`config.mk`:
```
export PLATFORM = sky130hd
export DESIGN_NAME = grad_gen_flat
export DESIGN_NICKNAME = d
export VERILOG_FILES = /design/src/rtl/grad_gen_if.sv /design/src/rtl/grad_gen.sv /design/src/flat_wrapper.sv
export SDC_FILE = /design/constraint.sdc
export NUM_CORES = 1
export LEC_CHECK = 0
export ABC_AREA = 1
export CAP_MARGIN = 20
export CORE_ASPECT_RATIO = 0.9
export CORE_UTILIZATION = 60
export CTS_CLUSTER_SIZE = 20
export DETAILED_ROUTE_END_ITERATION = 16
export DONT_BUFFER_PORTS = 1
export PLACE_DENSITY = 0.76
export SYNTH_ARGS = -nofsm -noshare
export SYNTH_HDL_FRONTEND = slang
export SYNTH_SLANG_ARGS = --single-unit
```
`constraint.sdc`:
```
create_clock -name clk -period 7.1 [get_ports clk]
set_clock_uncertainty 0.05 [all_clocks]
set_input_delay 1.42 -clock clk [delete_from_list [all_inputs] [get_ports clk]]
set_output_delay 1.42 -clock clk [all_outputs]
set_load 0.005 [all_outputs]
```
`src/rtl/grad_gen_if.sv`:
```
// Pixel-in / gradient-out bundle between the raster source, grad_gen and shiftscale.
interface grad_gen_if;
    logic              in_valid;
    logic              sof;
    logic [7:0]        pix;
    logic              en;
    logic signed [8:0] o1;
    logic signed [8:0] o2;
    logic signed [8:0] o3;
    logic signed [8:0] o4;
    logic signed [8:0] o5;
    logic              frame_done;

    modport master (
        output in_valid, sof, pix,
        input  en, o1, o2, o3, o4, o5, frame_done
    );

    modport slave (
        input  in_valid, sof, pix,
        output en, o1, o2, o3, o4, o5, frame_done
    );
endinterface

```
`src/rtl/grad_gen.sv`:
```
// 3x3 window gradient generator: two line buffers feed a two-column window, and each
// interior centre yields C-L, C-R, C-U, C-D, C-UL as signed 9-bit differences.
module grad_gen #(
    parameter int IMG_W = 64,
    parameter int IMG_H = 64
) (
    input  logic      clk,
    input  logic      rst,
    grad_gen_if.slave bus
);
    localparam int CW = $clog2(IMG_W);
    localparam int RW = $clog2(IMG_H);
    localparam logic [CW-1:0] COL_LAST = CW'(IMG_W - 1);
    localparam logic [RW-1:0] ROW_LAST = RW'(IMG_H - 1);

    logic [CW-1:0] col_q, col_d, cur_col;
    logic [RW-1:0] row_q, row_d, cur_row;

    logic [7:0] lb1_q [IMG_W];
    logic [7:0] lb2_q [IMG_W];
    logic [7:0] up_rd, mid_rd;

    logic [7:0] w1_top_q, w1_mid_q, w1_bot_q, w2_top_q, w2_mid_q;
    logic [7:0] w1_top_d, w1_mid_d, w1_bot_d, w2_top_d, w2_mid_d;

    logic              win_vld;
    logic              en_q, en_d;
    logic              fd_q, fd_d;
    logic signed [8:0] o_q [5];
    logic signed [8:0] o_d [5];

    function automatic logic signed [8:0] pix_diff(input logic [7:0] c, input logic [7:0] x);
        return signed'({1'b0, c}) - signed'({1'b0, x});
    endfunction

    always_comb begin
        // sof relocates the current pixel to (0,0) before anything is derived from position
        cur_col = bus.sof ? '0 : col_q;
        cur_row = bus.sof ? '0 : row_q;
        up_rd   = lb2_q[cur_col];
        mid_rd  = lb1_q[cur_col];
        win_vld = bus.in_valid && (cur_row >= RW'(2)) && (cur_col >= CW'(2));

        col_d    = col_q;
        row_d    = row_q;
        w1_top_d = w1_top_q;
        w1_mid_d = w1_mid_q;
        w1_bot_d = w1_bot_q;
        w2_top_d = w2_top_q;
        w2_mid_d = w2_mid_q;
        en_d     = win_vld;
        fd_d     = win_vld && (cur_row == ROW_LAST) && (cur_col == COL_LAST);
        o_d      = o_q;

        if (bus.in_valid) begin
            if (cur_col == COL_LAST) begin
                col_d = '0;
                row_d = (cur_row == ROW_LAST) ? '0 : cur_row + RW'(1);
            end else begin
                col_d = cur_col + CW'(1);
                row_d = cur_row;
            end
            w2_top_d = w1_top_q;
            w2_mid_d = w1_mid_q;
            w1_top_d = up_rd;
            w1_mid_d = mid_rd;
            w1_bot_d = bus.pix;
        end

        // Column c-1 holds C/U/D, column c-2 holds L/UL, R comes straight from the row r-1 buffer
        if (win_vld) begin
            o_d[0] = pix_diff(w1_mid_q, w2_mid_q);
            o_d[1] = pix_diff(w1_mid_q, mid_rd);
            o_d[2] = pix_diff(w1_mid_q, w1_top_q);
            o_d[3] = pix_diff(w1_mid_q, w1_bot_q);
            o_d[4] = pix_diff(w1_mid_q, w2_top_q);
        end
    end

    always_ff @(posedge clk) begin
        if (rst) begin
            col_q <= '0;
            row_q <= '0;
            en_q  <= 1'b0;
            fd_q  <= 1'b0;
            o_q   <= '{default: '0};
        end else begin
            col_q <= col_d;
            row_q <= row_d;
            en_q  <= en_d;
            fd_q  <= fd_d;
            o_q   <= o_d;
        end
    end

    // Storage is never cleared; row/col gating keeps stale contents from reaching the outputs
    always_ff @(posedge clk) begin
        if (!rst) begin
            w1_top_q <= w1_top_d;
            w1_mid_q <= w1_mid_d;
            w1_bot_q <= w1_bot_d;
            w2_top_q <= w2_top_d;
            w2_mid_q <= w2_mid_d;
            if (bus.in_valid) begin
                lb2_q[cur_col] <= mid_rd;
                lb1_q[cur_col] <= bus.pix;
            end
        end
    end

    assign bus.en         = en_q;
    assign bus.frame_done = fd_q;
    assign bus.o1         = o_q[0];
    assign bus.o2         = o_q[1];
    assign bus.o3         = o_q[2];
    assign bus.o4         = o_q[3];
    assign bus.o5         = o_q[4];
endmodule

```
`src/flat_wrapper.sv`:
```
// flat-port wrapper written by rule: the top's interface ports become plain ports
module grad_gen_flat 
#(
    parameter int IMG_W = 64,
    parameter int IMG_H = 64
)
  (clk, rst, bus_in_valid, bus_sof, bus_pix, bus_en, bus_o1, bus_o2, bus_o3, bus_o4, bus_o5, bus_frame_done);
  grad_gen_if bus_i ();
  input  logic clk;
  input  logic rst;
  input wire logic [$bits(bus_i.in_valid)-1:0] bus_in_valid;
  input wire logic [$bits(bus_i.sof)-1:0] bus_sof;
  input wire logic [$bits(bus_i.pix)-1:0] bus_pix;
  output wire logic [$bits(bus_i.en)-1:0] bus_en;
  output wire logic [$bits(bus_i.o1)-1:0] bus_o1;
  output wire logic [$bits(bus_i.o2)-1:0] bus_o2;
  output wire logic [$bits(bus_i.o3)-1:0] bus_o3;
  output wire logic [$bits(bus_i.o4)-1:0] bus_o4;
  output wire logic [$bits(bus_i.o5)-1:0] bus_o5;
  output wire logic [$bits(bus_i.frame_done)-1:0] bus_frame_done;
  assign bus_i.in_valid = bus_in_valid;
  assign bus_i.sof = bus_sof;
  assign bus_i.pix = bus_pix;
  assign bus_en = bus_i.en;
  assign bus_o1 = bus_i.o1;
  assign bus_o2 = bus_i.o2;
  assign bus_o3 = bus_i.o3;
  assign bus_o4 = bus_i.o4;
  assign bus_o5 = bus_i.o5;
  assign bus_frame_done = bus_i.frame_done;
  grad_gen #(.IMG_W(IMG_W), .IMG_H(IMG_H)) u_core (.clk(clk), .rst(rst), .bus(bus_i));
endmodule
```
---- Yosys cells after proc, flatten, opt, wreduce, memory -nomap -nowiden ----
Memory sizes are Yosys's and may differ from the RTL's. A register that Yosys moved wholly into a read port is not among the register bits.
Cells that the tools add are included.
word-level totals
  logic and storage cells ................. 40
  output and inout port bits .............. 47
  memories ................................ 2
  flip-flop bits (word level) ............. 91
  input bits .............................. 12
  memory bits (writable) .................. 1024
operators by class
  multiplexer cells ....................... 8
  bitwise gates (word level) .............. 1
  eq/ne operators ......................... 2
  add/subtract/negate cells ............... 7
  order comparisons ....................... 2
  reduce and logical (&&, ||, !) cells .... 5
memories
  name          words  width  rd ports  clocked after memory_dff  write ports  RTL line        RTL
  u_core.lb1_q  64     8      1         0                         1            grad_gen.sv:19  logic [7:0] lb1_q [IMG_W];
  u_core.lb2_q  64     8      1         1                         1            grad_gen.sv:20  logic [7:0] lb2_q [IMG_W];
operators with widths
  cell                   number
  $sub A8 B8 Y9          5
  $mux W6                5
  $add A6 B1 Y6 const B  2
  $eq A6 B6 Y1 const B   2
  $ge A6 B2 Y1 const B   2
  $logic_and A1 B1 Y1    4
  $mux W1                3
  $reduce_and A2 Y1      1
  $not A1 Y1             1

---- Longest topological paths before layout ----
  depth after elaboration ................. 6
  mapped depth ............................ 25
  mapped depth without buffers ............ 23

---- Worst setup path before layout ----
Ideal clock, no wire load.
  path kind ............................... input -> register
  start point ............................. input port bus_sof
  end point ............................... register u_core.o_q (netlist bit u_core.bus.o2[7])
  stages .................................. 20
  arrival time ............................ 6.367 ns
  buffers on the path ..................... 4
  slack ................................... 0.566 ns
  cell sequence ........................... inv_2 buf_4 nand2_4 buf_4 buf_2 buf_4 nand2_1 nand2_1 a21oi_1 o41ai_1 nand4_1 nor3_1 inv_1 ha_1 nand3_1 nand2_1 a21boi_1 a21oi_1 nor2_1 nor2_1
RTL lines
  item                        RTL line            RTL
  start, declared             flat_wrapper.sv:12  input wire logic [$bits(bus_i.sof)-1:0] bus_sof;
  $mux W6                     grad_gen.sv:38      cur_col = bus.sof ? '0 : col_q;
  $mem_v2 Z64 W8              --
  named net u_core.mid_rd[4]  grad_gen.sv:21      logic [7:0] up_rd, mid_rd;
  $sub A8 B8 Y9               grad_gen.sv:33      return signed'({1'b0, c}) - signed'({1'b0, x});
  end signal, assigned        grad_gen.sv:86      o_q <= '{default: '0};
  end signal, assigned        grad_gen.sv:92      o_q <= o_d;
  end, declared               grad_gen.sv:29      logic signed [8:0] o_q [5];
The timed path passes the listed nets, and every way through them passes these cells.
A chain may end at the register's enable or synchronous reset.

---- Final worst setup path ----
  start point ............................. register u_core.col_q[0]
  end point ............................... memory u_core.lb2_q[42][7], data pin
on the way
  word-level cells in the longest chain between the ends .. 2
ends and longest elaborated chain
  item                        RTL line        RTL
  start, declared             grad_gen.sv:16  logic [CW-1:0] col_q, col_d, cur_col;
  start signal, assigned      grad_gen.sv:88  col_q <= col_d;
  $mux W6                     grad_gen.sv:38
  $mem_v2 Z64 W8              --
  named net u_core.mid_rd[7]  grad_gen.sv:21
  end, declared               grad_gen.sv:20
The timed path passes the listed nets, and every way through them passes these cells.

==> impl_metrics.prom <==
# TYPE chip_impl_metric gauge
chip_impl_info{name="outcome",value="completed"} 1
chip_impl_metric{name="h-tree-depth",unit=""} 3
chip_impl_metric{name="hold_slack",unit="ns"} 0.404
chip_impl_metric{name="cts_resized",unit=""} 0
chip_impl_metric{name="total_nets_final",unit=""} 3356
chip_impl_metric{name="max-vdd-ir-drop",unit="uV"} 291
chip_impl_metric{name="first_global_vias",unit=""} 28100
chip_impl_metric{name="nFillCells",unit=""} 4766
chip_impl_metric{name="grt_first_pass_wirelength",unit="mm"} 187
chip_impl_metric{name="count_of_standard_cell_rows",unit=""} 93
chip_impl_metric{name="mapped_area",unit="um^2"} 43700
chip_impl_metric{name="synth-seq-cells",unit=""} 1123
chip_impl_metric{name="multiInputGateArea",unit="um^2"} 9420
chip_impl_metric{name="timing.setup.tns",unit="ns"} 0
chip_impl_metric{name="ctsLongestPathBuffers",unit=""} 3
chip_impl_info{name="hold_path.class",value="reg -> reg"} 1
chip_impl_metric{name="final_layout_size_suffix_gt1_share",unit="%"} 9.52
chip_impl_info{name="crit_chain",value="buf_4 > inv_2 > nor2_4 > buf_12 > buf_4 > nand2_1 > nand3_1 > o221ai_1 > o41ai_1 > o2111a_1 > nand2_1 > inv_2 > buf_4"} 1
chip_impl_metric{name="dr.pass1.iters",unit=""} 6
chip_impl_metric{name="remaining_drc_errors",unit=""} 0
chip_impl_metric{name="timing.critical_path.buf_inv",unit=""} 6
chip_impl_metric{name="start_util",unit="%"} 60.9
chip_impl_info{name="tritoncts",value="built"} 1
chip_impl_metric{name="final_antenna_net_count",unit=""} 0
chip_impl_metric{name="dr_total_vias",unit=""} 29000
chip_impl_metric{name="cts.clk_slew.worst_paths",unit="ns"} 0.06
chip_impl_info{name="crit_path_frequent_cell",value="buf_4"} 1
chip_impl_metric{name="netlist-cell-type-count",unit=""} 51
chip_impl_metric{name="floorplan_die_area",unit="um^2"} 74000
chip_impl_metric{name="num_io_pins",unit=""} 59
chip_impl_metric{name="period_minus_slack",unit="ns"} 5.45
chip_impl_metric{name="wl_per_cell",unit="um"} 29.9
chip_impl_metric{name="final.period_utilization",unit="%"} 76.7
chip_impl_info{name="cp_top_family",value="buffers and inverters"} 1
chip_impl_metric{name="hold_viol",unit=""} 0
chip_impl_metric{name="core_area",unit="um^2"} 71800
chip_impl_metric{name="portBuffers",unit=""} 0
chip_impl_metric{name="syn_to_final_growth",unit="%"} 11.5
chip_impl_metric{name="chipHeight",unit="um"} 258
chip_impl_info{name="synth-main-ff-cell",value="edfxtp_1"} 1
chip_impl_metric{name="cts-buffers-inserted",unit=""} 105
chip_impl_metric{name="crit_path_max_incr_delay",unit="ns"} 0.70
chip_impl_metric{name="seq_area",unit="um^2"} 33100
chip_impl_metric{name="postCtsSetupRepairBufs",unit=""} 0
chip_impl_info{name="clk_root_buffer_cell",value="clkbuf_16"} 1
chip_impl_metric{name="power_per_cell_area",unit="nW/um^2"} 275
chip_impl_metric{name="antenna_violations_before_repair",unit=""} 2
chip_impl_metric{name="cts_num_sinks",unit=""} 1123
chip_impl_metric{name="synthesis.area_per_instance",unit="um^2"} 13.6
chip_impl_metric{name="syn_inst",unit=""} 3216
chip_impl_metric{name="grt_overflow_total",unit=""} 0
chip_impl_metric{name="drtIter0Drc",unit=""} 4647
chip_impl_metric{name="crit_arrival",unit="ns"} 5.84
chip_impl_info{name="mostFrequentLayoutCell",value="edfxtp_1"} 1
chip_impl_metric{name="grt_start_max_net_pins",unit=""} 93
chip_impl_info{name="startpoint_type",value="register"} 1
chip_impl_metric{name="hold_buffers",unit=""} 0
chip_impl_metric{name="maxCapViolations",unit=""} 0
chip_impl_metric{name="worst-slew-pin-transition",unit="ns"} 1.22
chip_impl_metric{name="yosysWarningCount",unit=""} 0
chip_impl_info{name="worst_setup_path_end_kind",value="register"} 1
chip_impl_metric{name="synth_enable_flop_cells",unit=""} 1064
chip_impl_metric{name="slew_headroom",unit="%"} 17.8
chip_impl_metric{name="clock.fmax",unit="GHz"} 0.184
chip_impl_metric{name="gp_congestion",unit=""} 0.961
chip_impl_metric{name="synth_sequential_area_ratio",unit="%"} 75.8
chip_impl_metric{name="detail_route.vias_per_cell",unit=""} 6.68
chip_impl_metric{name="drt_wl_total",unit="mm"} 130
chip_impl_metric{name="syn-num-nets",unit=""} 3275
chip_impl_metric{name="cellLeakagePower",unit="nW"} 16.5
chip_impl_metric{name="setup_viol",unit=""} 0
chip_impl_info{name="rsz0062_at_grt",value="no"} 1
chip_impl_metric{name="synth-async-reset-ratio",unit="%"} 0
chip_impl_metric{name="grt_usage",unit="%"} 35.2
chip_impl_metric{name="worst_ep_required_time",unit="ns"} 7.50
chip_impl_metric{name="floorplan.die.width",unit="um"} 287
chip_impl_metric{name="critical_path_peak_fanout",unit=""} 41
chip_impl_metric{name="slew_violations",unit=""} 0
chip_impl_metric{name="clk_latency",unit="ns"} 0.69
chip_impl_info{name="mostFrequentLayoutCells",value="edfxtp_1 (1,064), nand2_1 (539), nor2_1 (261), o21ai_0 (229), nand3_1 (176)"} 1
chip_impl_metric{name="detailedPlacementHpwl",unit="mm"} 77.9
chip_impl_info{name="setup.worst_path.class",value="reg -> reg"} 1
chip_impl_info{name="crit_slowest_cell",value="o41ai_1"} 1
==> synth_stat cells, types with 6 or more instances <==
library cell	n	area share, %
a22o_1	44	0.88
a21oi_1	122	1.4
o2111ai_1	7	0.14
dfxtp_1	59	2.7
nand4_1	40	0.57
xnor2_1	8	0.16
clkbuf_1	88	0.76
xor2_1	19	0.38
buf_1	17	0.15
o41ai_1	20	0.40
nand3b_1	8	0.14
a221oi_1	54	1.1
ha_1	42	1.2
nor4_1	9	0.13
nor3_1	10	0.11
o31ai_1	6	0.10
buf_4	9	0.15
inv_1	139	1.2
o211ai_1	24	0.41
or2_2	8	0.11
nor2_1	268	2.3
nand3_1	176	2.0
buf_2	48	0.55
edfxtp_1	1064	73
o221ai_1	13	0.26
o21ai_0	229	2.6
a211oi_1	8	0.14
o22ai_1	81	1.2
nand2_1	542	4.7
==> worst paths after layout <==
path | slack [ns] | cells past startpoint | from | end
worst max-delay path | 1.65 | 13 | u_core.col_q[0] | u_core.lb2_q[42][7]
worst min-delay path | 0.40 | 0 | u_core.w1_top_q[4] | u_core.w2_top_q[4]
worst max register to register | 1.65 | 13 | u_core.col_q[0] | u_core.lb2_q[42][7]
worst min register to register | 0.40 | 0 | u_core.w1_top_q[4] | u_core.w2_top_q[4]
==> cell type report <==
cell class	instances	share of cell area [%]
clock inverter	60	1.11
sequential	1123	68.0
inverter	144	1.11
clock buffer	133	5.76
tap	950	2.44
antenna	1	0.00514
timing repair buffer	137	2.25
multi-input combinational	1786	19.3
==> stage by stage <==
step	utilization [%]	instances	area, um^2	worst slack (ns)	total power [W]
6_report	67.9	4334	48700	1.65	0.0134
5_1_grt	67.9	4333	48700	1.66	0.0137
4_1_cts	67.8	4332	48700	1.89	0.0134
3_5_place_dp	63.2	4139	45400	1.26	0.00804
3_3_place_gp	63.2	4138	45300	1.25	0.00802
2_1_floorplan	-	3216	43700	0.566	0.00781
==> power breakdown <==
group          switching [W]  internal, W
Combinational       0.000431     0.000153
Sequential         0.0000155      0.00731
Clock                0.00242      0.00309
Total                0.00287       0.0106
==> worst register-to-register path, stage by stage (launching register included) <==
cell	delay, ns
dfxtp_2	0.31
buf_4	0.44
inv_2	0.36
nor2_4	0.68
buf_12	0.36
buf_4	0.39
nand2_1	0.09
nand3_1	0.10
o221ai_1	0.11
o41ai_1	0.70
o2111a_1	0.34
nand2_1	0.19
inv_2	0.60
buf_4	0.49
==> registers in the layout, indices dropped and copies added, names as in the netlist <==
signal and count:
u_core.bus.o3 9, u_core.col_q 6, u_core.lb1_q 512, u_core.w1_mid_q 8, u_core.bus.frame_done 1, u_core.w1_top_q 8
u_core.bus.o1 9, u_core.bus.o5 9, u_core.bus.en 1, u_core.w2_top_q 8, u_core.lb2_q 512, u_core.bus.o2 9
u_core.row_q 6, u_core.bus.o4 9, u_core.w1_bot_q 8, u_core.w2_mid_q 8
==> cell families (layout without fill, tap and decap cells) <==
logic type / after synthesis / count (layout) / synth area share, %
buffers and inverters: 307 / 474 / 2.85
AO/OA/AOI/OAI: 635 / 635 / 9.07
flip-flops: 1123 / 1123 / 75.8
adder cells (fa/ha/maj): 47 / 47 / 1.43
XOR/XNOR: 27 / 27 / 0.541
AND/OR/NAND/NOR: 1077 / 1077 / 10.3
other: 0 / 1 / 0
==> routing by layer <==
| metal | up-vias | global-route usage (%) | part of all wire, % |
|---|---|---|---|
| met4 | 0 | 18.0 | 5.5 |
| li1 | 12100 | - | - |
| met5 | - | 0 | 0 |
| met1 | 13900 | 47.8 | 36 |
| met3 | 435 | 10.0 | 15 |
| met2 | 2521 | 52.2 | 44 |
No activity file was read; power rests on OpenSTA's default activity.
